[src/rtl/writeback_pkg.sv]
// rtl/writeback_pkg.sv - shared constants and state type for the writeback stage
package writeback_pkg;
    localparam int WSEL_REG  = 1;
    localparam int WSEL_PC   = 2;
    localparam int WSEL_OUT  = 3;
    localparam int REG_IDX_W = 5;
    localparam int REG_COUNT = 1 << REG_IDX_W;

    typedef enum logic {
        S_IDLE     = 1'b0,
        S_WAIT_OUT = 1'b1
    } wb_state_t;
endpackage

[src/rtl/writeback_byte_fifo.sv]
// rtl/writeback_byte_fifo.sv - byte FIFO for the OUT port; full/empty judged on registered occupancy
module byte_fifo #(
    parameter int DEPTH = 16
) (
    input  logic                       clk,
    input  logic                       rstn,
    input  logic                       push,
    input  logic [7:0]                 push_data,
    input  logic                       pop,
    output logic [7:0]                 head_data,
    output logic                       full,
    output logic                       empty,
    output logic [$clog2(DEPTH):0]     count
);
    localparam int PTR_W = $clog2(DEPTH);
    localparam int CNT_W = PTR_W + 1;

    logic [7:0]       r_mem [DEPTH];
    logic [PTR_W-1:0] r_wr_ptr;
    logic [PTR_W-1:0] r_rd_ptr;
    logic [CNT_W-1:0] r_count;
    logic             w_do_push;
    logic             w_do_pop;

    assign full      = (r_count == CNT_W'(DEPTH));
    assign empty     = (r_count == '0);
    assign count     = r_count;
    assign head_data = r_mem[r_rd_ptr];
    // Push is refused when full even if a pop happens in the same cycle.
    assign w_do_push = push && !full;
    assign w_do_pop  = pop && !empty;

    always_ff @(posedge clk) begin
        if (w_do_push) begin
            r_mem[r_wr_ptr] <= push_data;
        end
    end

    always_ff @(posedge clk) begin
        if (!rstn) begin
            r_wr_ptr <= '0;
            r_rd_ptr <= '0;
            r_count  <= '0;
        end else begin
            if (w_do_push) begin
                r_wr_ptr <= r_wr_ptr + 1'b1;
            end
            if (w_do_pop) begin
                r_rd_ptr <= r_rd_ptr + 1'b1;
            end
            case ({w_do_push, w_do_pop})
                2'b10:   r_count <= r_count + 1'b1;
                2'b01:   r_count <= r_count - 1'b1;
                default: r_count <= r_count;
            endcase
        end
    end
endmodule

[src/rtl/writeback.sv]
// rtl/writeback.sv - register file, PC and OUT retirement; WRITEBACK_BYPASS_EN forwards same-cycle writes to read ports
module writeback
    import writeback_pkg::*;
#(
    parameter int          OUT_DEPTH = 16,
    parameter logic [31:0] RESET_PC  = 32'h0000_0000
) (
    input  logic                        clk,
    input  logic                        rstn,
    input  logic                        enable,
    input  logic [3:0]                  wselector,
    input  logic [31:0]                 data,
    input  logic [REG_IDX_W-1:0]        rd_in,
    input  logic [31:0]                 pc_in,
    input  logic [REG_IDX_W-1:0]        rs_addr,
    input  logic [REG_IDX_W-1:0]        rt_addr,
    output logic [31:0]                 rs_data,
    output logic [31:0]                 rt_data,
    output logic [31:0]                 pc,
    output logic                        done,
    output logic [7:0]                  out_data,
    output logic                        out_valid,
    input  logic                        out_ready,
    output logic [$clog2(OUT_DEPTH):0]  out_count
);
    wb_state_t   r_state;
    wb_state_t   w_state_nxt;
    logic [31:0] r_regs [REG_COUNT];
    logic [31:0] r_pc;
    logic        r_done;
    logic [7:0]  r_out_byte;

    logic        w_retire;
    logic        w_reg_we;
    logic        w_push;
    logic [7:0]  w_push_data;
    logic        w_latch;
    logic        w_done_nxt;
    logic        w_full;
    logic        w_empty;
    logic        w_unused;

    assign w_unused = wselector[0];
    assign w_retire = (r_state == S_IDLE) && enable;
    assign w_reg_we = w_retire && wselector[WSEL_REG] && (rd_in != '0);

`ifdef WRITEBACK_BYPASS_EN
    assign rs_data = (w_reg_we && rd_in == rs_addr) ? data : r_regs[rs_addr];
    assign rt_data = (w_reg_we && rd_in == rt_addr) ? data : r_regs[rt_addr];
`else
    assign rs_data = r_regs[rs_addr];
    assign rt_data = r_regs[rt_addr];
`endif

    assign pc        = r_pc;
    assign done      = r_done;
    assign out_valid = !w_empty;

    always_comb begin
        w_state_nxt = r_state;
        w_push      = 1'b0;
        w_push_data = data[7:0];
        w_latch     = 1'b0;
        w_done_nxt  = 1'b0;
        case (r_state)
            S_IDLE: begin
                if (enable) begin
                    if (wselector[WSEL_OUT]) begin
                        if (!w_full) begin
                            w_push     = 1'b1;
                            w_done_nxt = 1'b1;
                        end else begin
                            w_latch     = 1'b1;
                            w_state_nxt = S_WAIT_OUT;
                        end
                    end else begin
                        w_done_nxt = 1'b1;
                    end
                end
            end
            S_WAIT_OUT: begin
                // Incoming enable is ignored here; only the held byte matters.
                w_push_data = r_out_byte;
                if (!w_full) begin
                    w_push      = 1'b1;
                    w_done_nxt  = 1'b1;
                    w_state_nxt = S_IDLE;
                end
            end
            default: w_state_nxt = S_IDLE;
        endcase
    end

    always_ff @(posedge clk) begin
        if (!rstn) begin
            r_state    <= S_IDLE;
            r_pc       <= RESET_PC;
            r_done     <= 1'b0;
            r_out_byte <= '0;
        end else begin
            r_state <= w_state_nxt;
            r_done  <= w_done_nxt;
            if (w_retire) begin
                r_pc <= wselector[WSEL_PC] ? pc_in : r_pc + 32'd4;
            end
            if (w_latch) begin
                r_out_byte <= data[7:0];
            end
        end
    end

    always_ff @(posedge clk) begin
        if (!rstn) begin
            for (int i = 0; i < REG_COUNT; i++) begin
                r_regs[i] <= '0;
            end
        end else if (w_reg_we) begin
            r_regs[rd_in] <= data;
        end
    end

    byte_fifo #(
        .DEPTH(OUT_DEPTH)
    ) u_out_fifo (
        .clk       (clk),
        .rstn      (rstn),
        .push      (w_push),
        .push_data (w_push_data),
        .pop       (out_ready),
        .head_data (out_data),
        .full      (w_full),
        .empty     (w_empty),
        .count     (out_count)
    );
endmodule

[config.mk]
export PLATFORM = sky130hd
export DESIGN_NAME = writeback
export DESIGN_NICKNAME = d
export VERILOG_FILES = /design/src/rtl/writeback_pkg.sv /design/src/rtl/writeback_byte_fifo.sv /design/src/rtl/writeback.sv
export SDC_FILE = /design/constraint.sdc
export NUM_CORES = 2
export LEC_CHECK = 0
export CORE_UTILIZATION = 56
export DETAILED_ROUTE_END_ITERATION = 8
export PLACE_DENSITY = 0.77
export SYNTH_ARGS = -nofsm -noshare
export SYNTH_HDL_FRONTEND = slang
export SYNTH_SLANG_ARGS = --single-unit
[constraint.sdc]
create_clock -name clk -period 4.3 [get_ports clk]
set_input_delay 0.43 -clock clk [delete_from_list [all_inputs] [get_ports clk]]
set_output_delay 0.43 -clock clk [all_outputs]
set_load 0.02 [all_outputs]
-- Word level (Yosys, flattened, before mapping)
Memories as Yosys holds them, arrays and structs flattened. A register that Yosys moved wholly into a read port is not among the register bits.
Cells that the tools add are included.
- bits in registers: 55
- RAM bits: 1152
- input bits: 87
- output and inout bits: 111
- logic and storage cells: 55
- memories kept: 2
- $add $sub $neg: 5
- equality and inequality tests: 3
- mux-type cells: 26
- bitwise gates (word level): 1
- reductions and logical operators: 11
- memory list (name ; words ; width ; read ports ; clocked after memory_dff ; wr ports ; RTL line ; text):
    r_regs ; 32 ; 32 ; 2 ; 0 ; 32 ; writeback.sv:28 ; logic [31:0] r_regs [REG_COUNT];
    u_out_fifo.r_mem ; 16 ; 8 ; 1 ; 1 ; 1 ; writeback_byte_fifo.sv:18 ; logic [7:0] r_mem [DEPTH];
- operators by type and width (kind ; number):
    32-bit 2-to-1 mux ; 2
    32-bit by 3-bit adder with 32-bit output (second input constant) ; 1
    32-bit OR reduction ; 1
    1-bit 2-to-1 mux ; 16
    5-bit one-hot mux with 2 select lines ; 1
    4-bit by 1-bit adder with 4-bit output (second input constant) ; 2
    4-bit 2-to-1 mux ; 2
    8-bit 2-to-1 mux ; 1
    1-bit one-hot mux with 2 select lines ; 3
    5-bit by 1-bit adder with 5-bit output (second input constant) ; 1
    5-bit equality test (second input constant) ; 1
    1-bit logical AND ; 5
    5-bit zero test ; 1
    5-bit 2-to-1 mux ; 1
    5-bit nonzero test ; 1
    5-bit by 1-bit subtractor with 5-bit output (second input constant) ; 1
    2-bit by 1-bit equality test with 1-bit output (second input constant) ; 1
    2-bit equality test (second input constant) ; 1
    1-bit zero test ; 2
    2-bit nonzero test ; 1
    1-bit inverter ; 1

-- Logic depth before layout (Yosys ltp)
- depth in word-level cells: 9
- gate-level depth with buffers: 12
- mapped depth without buffers: 10

-- Cells and area by module
A second synthesis with hierarchy kept.
- cell total of the unflattened synthesis: 4101
- area, all modules: 61854.3 um^2
- modules (own cells, without submodules) (module ; times used ; cells an instance ; area each (um^2) ; sequential area each (um^2)):
    writeback ; 1 ; 3770 ; 55922.4 ; 31590.3
    byte_fifo ; 1 ; 331 ; 5931.9 ; 4184.0

-- Least setup slack after synthesis
Ideal clock, no wire load.
- kind: input-to-reg
- from: input port enable
- to: memory r_regs[12][0], enable pin
- setup time: 466 ps
- arrival time: 3621 ps
- data required time: 3834 ps
- path slack: 214 ps
- stages on the path: 5
- buffers on the path: 2
- path through: buf_4 nand3_1 or4_1 buf_2 o21ai_0
- RTL lines (what ; RTL line ; text):
    start, declared ; writeback.sv:10 ; input logic enable,
    end, declared ; writeback.sv:28 ;

-- Worst setup path in the final report
- from: input port rs_addr[3]
- to: output port rs_data[26]
- word-level cells in the longest chain between the ends: 1
- RTL lines (what ; RTL line ; text):
    start, declared ; writeback.sv:15 ; input logic [REG_IDX_W-1:0] rs_addr,
    memory read 32 x 32 bit ; - ;
    end, declared ; writeback.sv:17 ; output logic [31:0] rs_data,
Every way passes these cells.

==> impl_results.md <==
- Worst Path Max Fanout: 32
- Max stage delay on crit path: about 0.74 ns
- Run status: complete, no violations
- Util after Layout: 0.649
- Largest net degree at the start of global routing: 67
- DR pass1 iterations: 6
- Worst path most repeated cell: clkdlybuf4s50_1
- H-Tree Depth: 3
- Cts repair resizes: 0
- Dpl cell area: around 66000 um^2
- Number of synthesized register bits: around 1200
- Clock Latency Late Sink: 0.74 ns
- Hold Slack: approximately 0.14 ns
- Final setup margin: 0.525 ns
- Final Max Slew Viols: 0
- Fillers: between 7000 and 8000
- Mapped Cells: 3944
- Worst Path Required: a little under 4 ns
- Final setup fails: 0
- Slew @ Worst Pin: between 1 and 1.5 ns
- Wire per inst: approximately 34 um
- Antenna Violating Nets Remaining: 0
- Post-route DRC: 0
- Delay-heaviest family, CP: buffers and inverters
- Post-layout instance count excluding filler cells: approximately 5600
- Chip Height: between 300 and 400 um
- CP cell instances: clkdlybuf4s50_1 -> or3b_2 -> buf_12 -> o22ai_1 -> nor4_1 -> clkdlybuf4s50_1
- CTS Buffer Depth: 3
- Core box area: about 110000 um^2
- # hold bufs at CTS: 0
- Total congestion overflow: 0
- Row cnt: 120
- Reg clk slew, reported paths: 0.06 ns
- CTS tree: built
- Hold Crit Class: primary input to flip-flop
- Hold Fails Final Rpt: 0
- First-pass GRT wire length: 270 mm
- Hold Crit Start: rstn
- Asr flop ratio synth: 0
- Via count: around 40000
- Hold Path Depth: 2
- Final Power: 27.9 mW
- Cell area after synthesis: approximately 61000 um^2
- Setup Skew: 0.0292 ns
- R2R cell count: 10
- Worst setup path class: primary input to output pin
- Pwr/cell area: ~400 nW/um^2
- RSZ-0062 raised after global routing: false
- Clock sinks: ~1200
- Final Net Count: ~4200
- Peak supply drop: between 0.5 and 0.6 mV
- Yosys cell types: about 80
- Final min period: between 3 and 4 ns
- Post-Syn Area per Cell: about 15 um^2
- Setup bufs post-CTS: 0
- Die area: roughly 110000 um^2
- Max-Cap Viols: 0
- Worst Path Arrival: 3.35 ns
- Vias per cell: 7.06
- Die outline width: approximately 330 um
- Post-route cell area: around 70000 um^2
- Total Routing Usage GR: 0.342
- # port buffers: about 200
- Post-synth top flop: edfxtp_1
- Setup TNS: 0 ns
- Crit. End Element: output pin
- Post-synth EDFFs: around 1200
- Worst path buffer plus inverter count: 3
- Root Buffer: clkbuf_16
- Num CTS Buffers: 121
- Final Cycle Share: 0.878
- Slowest cell on the critical path: clkdlybuf4s50_1
- GP Congestion: between 0.8 and 0.9
- Synthesis-to-finish area growth: 14.4%
- CP Launch Type: primary input
- Maximum clock rate: between 0.2 and 0.3 GHz
- Pleak: approximately 24 nW
- Inst Count DP: approximately 5400
- R2R Path End: u_out_fifo.count[4]
- Place WS: between 0.5 and 0.6 ns
- Max-slew headroom: 0.240
- Hold EP: pc[10]
- Detailed Route Iter0 Violations: between 6000 and 7000
- Worst R2R Setup Slack: between 0.9 and 1 ns
- DP Wirelength: between 100 and 150 mm
- Initial Util: 0.568
- Final wirelength: roughly 190 mm
- Initial antenna violation count: 20
- Vias in the first global route: about 40000
- Yosys warns: 0
- R2R Path Start: r_state
- Layout cell share with drive strength beyond 1: 0.249
- IO Pins: 198
- Sequential area share after synthesis: 0.586
- Stages on the worst setup path: 6
[report_power, final]
part / internal (mW) / total [mW] / switching [mW]
clock: 6.03 / 10.6 / 4.60
combinational: 1.60 / 3.65 / 2.05
sequential: 13.3 / 13.6 / 0.281
total: 21.0 / 27.9 / 6.93
[worst max-delay path by stage]
stage / startpoint / end / slack (ns)
after floorplan: enable / r_regs[12][0] / 0.21
after CTS: flip-flop / out_data[5] / 0.53
after global routing: flip-flop / out_data[5] / 0.47
final: rs_addr[3] / rs_data[26] / 0.52
after global placement: enable / r_regs[4][9] / 0.64
after detailed placement: enable / r_regs[4][9] / 0.58
[worst reg2reg max path: stages, from the launching register on]
cell and delay (ns):
dfxtp_1 0.84, a21oi_1 0.21, a21oi_1 0.46, inv_1 0.12, ha_1 0.33, xor2_1 0.22
ha_1 0.20, a21oi_1 0.07, a221o_1 0.33, a2111o_1 0.39, nand4_1 0.07
[flip-flops by register name, indices dropped and copies added, names as in the netlist, named ones only]
register             count
r_out_byte               8
pc                      32
u_out_fifo.r_wr_ptr      4
u_out_fifo.count         5
u_out_fifo.r_rd_ptr      4
r_state                  1
done                     1
u_out_fifo.r_mem       128
r_regs                1024
[cells by family (layout without fill, tap and decap cells)]
family / after synthesis / after routing / share of synthesized area
XOR/XNOR: 8 / 8 / 0.00115
buffers and inverters: 424 / 627 / 0.0296
multiplexers: 576 / 576 / 0.208
AND/OR/NAND/NOR: 1319 / 1319 / 0.132
other: 1 / 33 / 0.0000614
flip-flops: 1211 / 1211 / 0.586
adder cells (fa/ha/maj): 10 / 10 / 0.00205
AO/OA/AOI/OAI: 395 / 395 / 0.0414
[per-layer routing]
metal / global-route usage / share of wire / vias up
met3: 0.115 / 0.15 / 670
li1: - / - / 15700
met4: 0.161 / 0.050 / 14
met2: 0.534 / 0.47 / 3217
met1: 0.434 / 0.33 / 19800
met5: 0.00217 / 0.00065 / -
[cells in the final DEF (no fill, tap or decap), types with 5 or more instances in the layout]
| master | n |
|---|---|
| bufinv_16 | 14 |
| clkinv_1 | 27 |
| or3_1 | 5 |
| ha_1 | 10 |
| and3_1 | 5 |
| nand3b_1 | 14 |
| o41ai_1 | 5 |
| nand3_1 | 20 |
| o22ai_1 | 258 |
| nand4_1 | 16 |
| clkinv_2 | 31 |
| buf_4 | 133 |
| a21oi_1 | 20 |
| nor4_1 | 73 |
| a31oi_1 | 13 |
| nor2_4 | 31 |
| nand2_1 | 40 |
| mux2i_1 | 13 |
| nor3_1 | 13 |
| inv_1 | 12 |
| or3b_2 | 5 |
| mux4_2 | 552 |
| a211oi_1 | 5 |
| edfxtp_1 | 1152 |
| buf_12 | 57 |
| o21ai_0 | 15 |
| dfxtp_1 | 58 |
| and2_1 | 994 |
| o21ai_4 | 31 |
| conb_1 | 32 |
| clkdlybuf4s50_1 | 190 |
| xor2_1 | 5 |
| nand2b_1 | 7 |
| clkbuf_16 | 122 |
| mux2_2 | 11 |
| nor2_1 | 54 |
| clkbuf_1 | 22 |
[cell usage after synthesis, types with 20 or more instances]
cell type,n,area (um^2)
buf_1,34,128
nor2_1,80,300
clkbuf_2,21,105
dfxtp_1,59,1180
o21ai_0,46,230
and2_1,994,6220
nor4_1,73,457
clkbuf_1,275,1030
a21oi_1,20,100
edfxtp_1,1152,34600
nand2_1,43,161
buf_2,62,310
mux4_2,552,12400
nand3_1,22,110
o22ai_1,258,1610
[layout make-up]
type | instances | area (um^2) | area share
Sequential cell | 1211 | 35800 | 0.513
Multi-Input combinational cell | 2340 | 24200 | 0.346
Timing Repair Buffer | 385 | 4110 | 0.0588
Clock buffer | 144 | 3140 | 0.0449
Tap cell | 1403 | 1760 | 0.0252
Clock inverter | 85 | 805 | 0.0115
Inverter | 13 | 51.3 | 0.000735
Antenna cell | 1 | 2.50 | 0.0000359
(Power assumes the default switching activity.)
